<file path="src/rtl/fetch_unit.sv">
// fetch_unit: PC register, ROM address drive and 2-entry prefetch queue with redirect/halt.
// Optional FETCH_PERF_CNT_EN adds fetch_count/stall_count outputs.
module fetch_unit #(
   parameter logic [31:0] RESET_PC = 32'h0000_0000,
   parameter int DATA_WIDTH = 32
) (
   input  logic                  clk,
   input  logic                  rst,
   output logic [31:0]           rom_addr,
   input  logic [DATA_WIDTH-1:0] rom_data,
   input  logic                  redirect_valid,
   input  logic [31:0]           redirect_pc,
   input  logic                  halt,
   output logic                  out_valid,
   input  logic                  out_ready,
   output logic [DATA_WIDTH-1:0] out_instr,
   output logic [31:0]           out_pc
`ifdef FETCH_PERF_CNT_EN
   ,
   output logic [31:0]           fetch_count,
   output logic [31:0]           stall_count
`endif
);
   typedef enum logic {RUN, HALT} state_t;
   state_t state;
   logic [31:0] fetch_pc;
   logic [1:0] count;
   logic [1:0] level;
   logic [31:0] q_pc [2];
   logic [DATA_WIDTH-1:0] q_instr [2];
   logic pop, push;
   assign rom_addr = fetch_pc;
   assign out_valid = count != 2'd0;
   assign out_pc = q_pc[0];
   assign out_instr = q_instr[0];
   assign pop = out_valid & out_ready;
   assign push = (state == RUN) & !halt & !redirect_valid & ((count != 2'd2) | pop);
   // occupancy after the pop; also the slot a push lands in
   assign level = count - {1'b0, pop};
   always_ff @(posedge clk or posedge rst) begin
      if (rst) begin
         state <= RUN;
         fetch_pc <= RESET_PC;
         count <= 2'd0;
         q_pc <= '{default: '0};
         q_instr <= '{default: '0};
      end else if (redirect_valid) begin
         state <= RUN;
         fetch_pc <= redirect_pc;
         count <= 2'd0;
      end else begin
         state <= halt ? HALT : RUN;
         if (pop) begin
            q_pc[0] <= q_pc[1];
            q_instr[0] <= q_instr[1];
         end
         if (push) begin
            q_pc[level[0]] <= fetch_pc;
            q_instr[level[0]] <= rom_data;
            fetch_pc <= fetch_pc + 32'd1;
         end
         count <= level + {1'b0, push};
      end
   end
`ifdef FETCH_PERF_CNT_EN
   always_ff @(posedge clk or posedge rst) begin
      if (rst) begin
         fetch_count <= 32'd0;
         stall_count <= 32'd0;
      end else begin
         fetch_count <= fetch_count + {31'd0, push};
         stall_count <= stall_count + {31'd0, out_valid & !out_ready};
      end
   end
`endif
endmodule
</file>
<file path="config.mk">
export PLATFORM = sky130hd
export DESIGN_NAME = fetch_unit
export DESIGN_NICKNAME = d
export VERILOG_FILES = /design/src/rtl/fetch_unit.sv
export SDC_FILE = /design/constraint.sdc
export NUM_CORES = 1
export LEC_CHECK = 0
export CAP_MARGIN = 20
export CORE_ASPECT_RATIO = 1.4
export CORE_MARGIN = 3
export CORE_UTILIZATION = 35
export CTS_CLUSTER_SIZE = 30
export DETAILED_ROUTE_END_ITERATION = 8
export PLACE_DENSITY = 0.57
export SLEW_MARGIN = 20
export SYNTH_ARGS = -nofsm -noshare
export SYNTH_HDL_FRONTEND = slang
export SYNTH_SLANG_ARGS = --single-unit
</file>
<file path="constraint.sdc">
create_clock -name clk -period 8.9 [get_ports clk]
set_input_delay 1.335 -clock clk [delete_from_list [all_inputs] [get_ports clk]]
set_output_delay 1.335 -clock clk [all_outputs]
set_load 0.02 [all_outputs]
</file>
# [After elaboration in Yosys (flattened, before gate mapping)]
# Index checks and enable logic that the tools add are counted.
[classes] eq_ne=1 n_reduce_logical=6 n_mux=15 bitwise=8 order_cmp=2 add_sub_neg=3
[op_table] operator="32-bit two-way mux" count=7
[op_table] operator="64-bit bitwise mux" count=2
[op_table] operator="64-bit two-way mux" count=2
[op_table] operator="32-bit by 1-bit adder with 32-bit output (second input constant)" count=1
[op_table] operator="32-bit demux with 1-bit select" count=1
[op_table] operator="1-bit AND" count=4
[op_table] operator="2-bit nonzero test" count=2
[op_table] operator="2-bit by 1-bit adder with 2-bit output" count=1
[op_table] operator="2-bit greater-or-equal comparator (second input constant)" count=1
[op_table] operator="1-bit logical NOT" count=2
[op_table] operator="2-bit by 1-bit < comparator with 1-bit output (second input constant)" count=1
[op_table] operator="1-bit two-way mux" count=2
[op_table] operator="2-bit two-way mux" count=1
[op_table] operator="2-bit inequality test (second input constant)" count=1
[op_table] operator="1-bit NOT" count=2
[op_table] operator="1-bit NOT with 2-bit output" count=1
[op_table] operator="2-bit AND reduction" count=1
[op_table] operator="2-bit by 1-bit subtractor with 2-bit output" count=1
[op_table] operator="1-bit logical AND" count=1
[op_table] operator="1-bit OR" count=1
[word_totals] inputBits=69 out_inout_bits=97 regBits=163 word_cells=42

# [Logic depth before layout (Yosys ltp)]
# Gate-level depths: netlist of the first run.
[depth] word_depth=10 ltp_mapped=9 mapped_depth_nobuf=8

# [Worst setup path before layout of the first run]
# No wires, ideal clock.
[synth_path] kind="in2reg" start="in redirect_valid" end="reg (tool-made name)" slack_ps=6082 setup_ps=128 n_path_buf=4 stages=8 required_time_ps=8772 t_arrival_ps=2691 path_cell_list="clkbuf_1 nor3_2 nand2b_1 buf_2 nor2_1 buf_2 buf_4 mux2_1"
[synth_rtl] item="start: declaration" line_no="11" rtl="input logic redirect_valid,"

==> results of run 1 <==
[cells in the final DEF (no fill, tap or decap), drive strengths merged, types with 2 or more instances in the layout]
| master | instances |
|---|---|
| and2 | 3 |
| mux2i | 2 |
| o21ai | 15 |
| or2 | 2 |
| o221ai | 2 |
| o211ai | 12 |
| clkinv | 5 |
| a21oi | 68 |
| nand2b | 2 |
| buf | 9 |
| o22ai | 64 |
| or3 | 2 |
| a221o | 7 |
| inv | 14 |
| clkbuf | 18 |
| nand3 | 24 |
| dfrtp | 163 |
| nor2b | 2 |
| o311ai | 9 |
| a31oi | 6 |
| nand4 | 12 |
| ha | 2 |
| nor4 | 4 |
| and3 | 9 |
| nor3b | 2 |
| mux2 | 64 |
| xor2 | 3 |
| nor3 | 4 |
| bufinv | 2 |
| nand2 | 41 |
| nor2 | 75 |
| clkdlybuf4s50 | 164 |
[worst max-delay path, stage by stage]
cell and delay, ps:
buf_2 360, nor3_2 350, nand2b_1 580, nor2_4 940
buf_4 610, mux2_1 380
[layout make-up]
cell class              count  area share, %
clock inverters            14           1.76
repair buffers            173           17.8
inverters                   8          0.366
well taps                 260           3.40
clock buffers              18           4.58
flip-flops and latches    163           42.6
multi-input cells         441           29.5
[stage by stage]
step                      cells  hold WS (ps)  worst slack, ps
after CTS                  1077           491             4550
after floorplan             725           459             3160
after global routing       1077           498             4300
final                      1077           486             4600
after detailed placement   1045           476             4100
after global placement     1045           468             4190
[power by group]
| group | leakage, nW | internal, W | total (W) | switching (W) |
|---|---|---|---|---|
| logic | 1.69 | 0.000541 | 0.00111 | 0.000564 |
| clock network | 0.296 | 0.000431 | 0.000753 | 0.000322 |
| registers | 1.93 | 0.00105 | 0.00124 | 0.000187 |
[routing by layer]
| metal | vias to the layer above | wire length, µm | share of wire [%] |
|---|---|---|---|
| li1 | 2719 | - | - |
| met5 | - | 0 | 0 |
| met4 | 0 | 269 | 1.3 |
| met3 | 13 | 937 | 4.7 |
| met1 | 2790 | 8740 | 44 |
| met2 | 160 | 10100 | 50 |
[cell families (layout without fill, tap and decap cells)]
logic type / count (synthesis) / after routing / synth area share (%)
buffers and inverters: 121 / 213 / 9.63
XOR/XNOR: 4 / 4 / 0.459
multiplexers: 66 / 66 / 9.71
AO/OA/AOI/OAI: 185 / 185 / 14.8
AND/OR/NAND/NOR: 184 / 184 / 11.6
adder cells (fa/ha/maj): 2 / 2 / 0.328
flip-flops: 163 / 163 / 53.5
[path summary, 6_finish.rpt]
| kind | start | endpoint | slack [ps] | depth (start not counted) |
|---|---|---|---|---|
| min in group asynchronous | rst | out_instr[19]$_DFFE_PP0N_ | 1460 | 2 |
| hold reg to reg | register | register | 490 | 1 |
| max in group asynchronous | rst | rom_addr[25]$_DFFE_PP0P_ | 6120 | 3 |
| setup reg to reg | count[1]$_DFF_PP0_ | out_instr[24]$_DFFE_PP0N_ | 5610 | 10 |
| setup / recovery | redirect_valid | register | 4600 | 6 |
| hold / removal | register | register | 490 | 1 |
==> results.md, run 1 <==
- Total global routing overflow: 0
- GP Congestion: 0.733
- MaxCap Viol Count: 0
- CP Capture Type: register
- Post-layout utilization of the core: 45.0%
- Sequential fraction of the synthesis area: 53.5%
- Antenna Cells: 0
- Post-cts resize count: 0
- Share of cells above drive strength 1: 6.49%
- Most used flip-flop cell after synthesis: dfrtp_1
- Final nets: 875
- GR Util met2: 29.0%
- Synth cell types: 46
- Worst Max-Slew Pin Slew: 1070 ps
- Total Wirelength: 20000 µm
- GRT met3 Usage: 3.50%
- Synth async-reset ratio: 100%
- Initial DRT Pass Iterations: 4
- Tot Pwr: 0.00310 W
- Post-synth top cells: dfrtp_1, nor2_1, buf_4
- EDFF count, synth: 0
- VDD IR max: 143 µV
- Hold crit path type: register to register
- Vias: 5682
- Routed Antenna Nets: 0
- Placed cell areas: 8970 µm²
- Crit path max fanout: 41
- Required time of the critical path: 9200 ps
- DR WL/cell: 18.6 µm
- Synth warn: 0
- # port buffers: 165
- Vias/cell: 5.28
- Area grow syn2layout: 25.6%
- Syn_area_per_cell: 10.5 µm²
- DRT iter0 DRCs: 244
- Vias in the first global route: 5701
- Maximum clock insertion buffer count: 2
- GRT busiest layer: met2
- Status: completed
- Core ar.: 21300 µm²
- FILL cells: 2033
- Yosys top cell area share: 53.5%
- Critical path class: input pin to register
- Register area: 4080 µm²
- Reg clk slew, reported paths: 60 ps
- Worst Skew: 11.0 ps
- Power Density: 323 nW/µm²
- CTS tree: done
- First-pass GRT wire length: 32100 µm
- Final instance area: 9580 µm²
- Rows: 63
- CTS root buffer: clkbuf_16
- F_max: 233 MHz
- Synthesized Nets: 796
- I/O pins: 166
- Die Width: 131 µm
- Unrepaired setup endpoints after global routing: no
- Setup Fix Bufs, Post-CTS: 0
- Slew Limit Fails: 0
- Met1 usage: 22.9%
- Most frequent cell after synthesis: dfrtp_1
- Final hold vios: 0
- TritonCTS buffer count: 17
- DP HPWL: 13100 µm
- Min cycle time layout: 4300 ps
- Fin crit share: 48.3%
- Final number of setup-violating endpoints: 0
- Die Ht: 181 µm
- DIE AREA: 23600 µm²
- Antenna violations before repair: 0
- Setup TNS Final: 0 ps
- Area of the multi-input gates: 2830 µm²
- Global-route usage over all layers: 17.4%
- Cts hold-fix bufs: 0
- WP data arrival: 4600 ps
- Post-Synthesis Cells: 725
- Clock Latency Late Sink: 420 ps
- Largest net degree at the start of global routing: 103
- H-tree levels: 4
- DRC Markers: 0
- Yosys top cell by area: dfrtp_1
- Total clock sinks: 163
- Mapped Area: 7630 µm²
- Initial cell density of the core: 35.8%
- Slew HR: 28.5%
- Worst setup SP type: input pin
- Pleak: 3.92 nW
- Yosys reg bits: 163
- Top cells by area, synth: dfrtp_1, mux2_1, buf_4, o22ai_1, a21oi_1
(Power assumes the default switching activity.)
==> run 2: changes to the inputs <==
Clock period 8.9 ns to 4.5 ns, I/O delays scaled along.
==> results.md, run 2 (synthesized netlist as in run 1, its figures left out) <==
- Core ar.: 21300 µm²
- Status: completed
- Fin crit share: 66.0%
- DR WL/cell: 18.9 µm
- Setup TNS Final: 0 ps
- Final setup margin: 1530 ps
- Placed cell areas: 9020 µm²
- CP peak stage delay: 840 ps
- Rows: 63
- Place WS: 1050 ps
- Initial cell density of the core: 35.8%
- Hold crit path type: register to register
- Unrepaired setup endpoints after global routing: no
- DRT iter0 DRCs: 310
- Clock Latency Late Sink: 420 ps
- Setup Fix Bufs, Post-CTS: 0
- Slew HR: 28.5%
- Maximum clock insertion buffer count: 2
- Required time of the critical path: 4840 ps
- GP Congestion: 0.744
- Met2 routed WL: 10500 µm
- Antenna Cells: 0
- Power Density: 644 nW/µm²
- DIE AREA: 23600 µm²
- Largest net degree at the start of global routing: 94
- Crit path max fanout: 29
- Slew Limit Fails: 0
- Routed Antenna Nets: 0
- Post-cts resize count: 0
- CTS tree: done
- VDD IR max: 293 µV
- DR top layer: met4
- Worst Skew: 8.18 ps
- Critical path class: input pin to register
- I/O pins: 166
- Min cycle time layout: 2970 ps
- Cts hold-fix bufs: 0
- Die Ht: 181 µm
- Final hold vios: 0
- Post-layout utilization of the core: 45.3%
- CP Capture Type: register
- Total Wirelength: 20400 µm
- Most frequent cells in the layout: clkdlybuf4s50_1, dfrtp_1, nor2_1
- Vias: 5746
- Global-route usage over all layers: 17.7%
- Worst Max-Slew Pin Slew: 1070 ps
- CP max-delay cell: a21oi_4
- Total clock sinks: 163
- CTS root buffer: clkbuf_16
- DRC Markers: 0
- MaxCap Viol Count: 0
- Pleak: 3.94 nW
- WL met3: 801 µm
- Commonest non-fill, non-tap cell in the layout: clkdlybuf4s50_1
- # port buffers: 165
- Worst setup SP type: input pin
- F_max: 337 MHz
- Antenna violations before repair: 0
- Reg2reg path depth: 9
- Metal1 wirelength: 8870 µm
- Share of cells above drive strength 1: 6.23%
- Reg clk slew, reported paths: 60 ps
- Levels on crit path: 9
- DP HPWL: 13200 µm
- Total global routing overflow: 0
- WP buf/inv: 3
- Area grow syn2layout: 26.4%
- Hold Path Cell Cnt: 1
- First-pass GRT wire length: 32900 µm
- TritonCTS buffer count: 17
- Vias/cell: 5.33
- Vias in the first global route: 5970
- Die Width: 131 µm
- Final instance area: 9640 µm²
- Initial DRT Pass Iterations: 4
- Final number of setup-violating endpoints: 0
- FILL cells: 2053
- H-tree levels: 4
- Critical Path, Cell by Cell: clkdlybuf4s50_1 -> nand2_1 -> inv_2 -> ha_1 -> nand3b_1 -> a21oi_4 -> buf_4 -> nor2_1 -> a21oi_1
- Final nets: 878
- CP top delay family: compound AO/OA/AOI/OAI gates
- WP data arrival: 3310 ps
==> run 2: cell count changes in the layout (fill, tap and decap cells not counted), sizes merged <==
cell,before,now
buf,9,12
clkbuf,18,21
bufinv,2,5
inv,14,7
==> run 2: area by class of cell <==
class	count	area, µm²	share of cell area [%]
clock buffer	21	440	4.57
clock inverter	10	183	1.89
inverter	8	33.8	0.350
multi-input combinational	441	2830	29.3
sequential	163	4080	42.3
tap	260	325	3.37
timing repair buffer	176	1750	18.2
==> run 2: path summary, 6_finish.rpt <==
path / from / endpoint / slack, ps
min: register / register / 490
max in group asynchronous: rst / out_instr[1]$_DFFE_PP0N_ / 2730
min reg2reg: register / register / 490
max reg2reg: count[1]$_DFF_PP0_ / out_instr[19]$_DFFE_PP0N_ / 1550
max: out_ready / out_instr[19]$_DFFE_PP0N_ / 1530
min in group asynchronous: rst / asynchronous set/reset pin / 790
==> run 2: layer usage <==
| metal | GRT usage [%] | vias up |
|---|---|---|
| li1 | - | 2724 |
| met1 | 22.8 | 2874 |
| met2 | 30.3 | 134 |
| met3 | 3.29 | 14 |
| met4 | 4.61 | 0 |
| met5 | 0 | - |
==> run 2: stage by stage <==
| step | total power (W) | instances | hold slack, ps |
|---|---|---|---|
| 2_1_floorplan | 0.00408 | 725 | 459 |
| 3_3_place_gp | 0.00467 | 1048 | 468 |
| 3_5_place_dp | 0.00471 | 1048 | 476 |
| 4_1_cts | 0.00629 | 1079 | 489 |
| 5_1_grt | 0.00659 | 1079 | 497 |
| 6_report | 0.00621 | 1079 | 487 |
==> run 2: report_power, final <==
group / total [W] / switching [W] / leakage (nW) / internal, W
Sequential: 0.00246 / 0.000379 / 1.93 / 0.00208
Combinational: 0.00220 / 0.00112 / 1.71 / 0.00108
Clock: 0.00155 / 0.000573 / 0.305 / 0.000981
==> run 3: changes to the inputs <==
Clock period 4.5 ns to 2.8 ns, I/O delays scaled along.
==> results.md, run 3 (synthesized netlist as in run 1, its figures left out) <==
- Slew Limit Fails: 0
- F_max: 410 MHz
- Final number of setup-violating endpoints: 0
- Rows: 63
- DR WL/cell: 19.3 µm
- Worst Skew: 8.00 ps
- Hold crit path type: input pin to asynchronous set/reset pin
- DRC Markers: 0
- GP Congestion: 0.759
- MaxCap Viol Count: 0
- Reg2reg setup slack: 360 ps
- Area grow syn2layout: 27.4%
- CP max-delay cell: buf_4
- CTS root buffer: clkbuf_16
- Required time of the critical path: 3130 ps
- I/O pins: 166
- Placed cell areas: 9140 µm²
- Core ar.: 21300 µm²
- Vias/cell: 5.26
- First-pass GRT wire length: 33600 µm
- DIE AREA: 23600 µm²
- # port buffers: 165
- Worst Max-Slew Pin Slew: 811 ps
- VDD IR max: 416 µV
- Clock Latency Late Sink: 420 ps
- Die Width: 131 µm
- Worst setup SP type: register
- DP HPWL: 13500 µm
- Vias: 5700
- Total Wirelength: 20900 µm
- Slew HR: 45.7%
- Routed Antenna Nets: 0
- Global-route usage over all layers: 18.2%
- Final hold vios: 0
- Cts hold-fix bufs: 0
- Initial DRT Pass Iterations: 4
- Commonest non-fill, non-tap cell in the layout: clkdlybuf4s50_1
- Crit path max fanout: 38
- Share of cells above drive strength 1: 7.04%
- CP peak stage delay: 400 ps
- Total clock sinks: 163
- Critical path class: register to register
- Total global routing overflow: 0
- Antenna Cells: 0
- Unrepaired setup endpoints after global routing: no
- DRT iter0 DRCs: 270
- Maximum clock insertion buffer count: 2
- Setup Fix Bufs, Post-CTS: 0
- Die Ht: 181 µm
- Initial cell density of the core: 35.8%
- Post-cts resize count: 0
- TritonCTS buffer count: 17
- Fin crit share: 87.1%
- Critical Path, Cell by Cell: or2_1 -> nand2_1 -> inv_2 -> ha_1 -> nand3b_1 -> nand2_2 -> buf_4 -> o22ai_1 -> a21oi_1
- Min cycle time layout: 2440 ps
- Power Density: 1010 nW/µm²
- Vias in the first global route: 5935
- Final nets: 884
- Most frequent cells in the layout: clkdlybuf4s50_1, dfrtp_1, nor2_1
- Hold WS: 475 ps
- Antenna violations before repair: 0
- FILL cells: 2046
- Final instance area: 9720 µm²
- WP data arrival: 2770 ps
- CTS tree: done
- Setup TNS Final: 0 ps
- Pleak: 3.97 nW
- CP Capture Type: register
- Status: completed
- Largest net degree at the start of global routing: 100
- Reg clk slew, reported paths: 60 ps
- H-tree levels: 4
[run 3: cell count changes in the layout (fill, tap and decap cells not counted), sizes merged]
cell,previous run,this run
buf,12,18
bufinv,5,2
clkbuf,21,22
clkinvlp,1,2
[run 3: worst max-delay path: cells and delay by family (launching register included)]
family | cells | cell delay [ps]
compound gates | 2 | 330
fa+ha+maj | 1 | 350
flops | 1 | 390
buf+inv | 2 | 460
simple gates | 4 | 790
[run 3: final cells by class]
cell class | instances | area (µm²) | area share [%]
tap | 260 | 325 | 3.35
sequential | 163 | 4080 | 42.0
clock inverter | 8 | 104 | 1.07
clock buffer | 22 | 474 | 4.88
inverter | 8 | 33.8 | 0.348
timing repair buffer | 182 | 1870 | 19.3
multi-input combinational | 441 | 2830 | 29.1
[run 3: worst paths after layout]
check / cells after the start / startpoint / to
worst max-delay path: 9 / count[1]$_DFF_PP0_ / out_instr[24]$_DFFE_PP0N_
worst min-delay path: 3 / rst / asynchronous set/reset pin
worst max register to register: 9 / count[1]$_DFF_PP0_ / out_instr[24]$_DFFE_PP0N_
worst min register to register: 1 / register / register
max in group asynchronous: 3 / rst / asynchronous set/reset pin
min in group clk: 1 / register / register
[run 3: stage by stage]
stage	total power (W)	utilization [%]	std cells	worst slack (ps)
6_report	0.00985	45.7	1084	361
5_1_grt	0.0105	45.7	1084	94.8
4_1_cts	0.00999	45.7	1084	337
3_5_place_dp	0.00763	42.9	1054	120
3_3_place_gp	0.00755	42.9	1054	190
2_1_floorplan	0.00656	-	725	309
[run 3: per-layer routing]
layer | vias up | part of all wire [%] | GRT usage (%)
li1 | 2724 | - | -
met1 | 2835 | 42 | 23.1
met2 | 135 | 52 | 31.1
met3 | 6 | 4.9 | 4.30
met4 | 0 | 0.73 | 4.53
met5 | - | 0 | 0
[run 3: report_power, final]
group          total (W)  switching, W  internal, W
Combinational    0.00358       0.00181      0.00178
Sequential       0.00394      0.000604      0.00334
Clock            0.00232      0.000943      0.00138
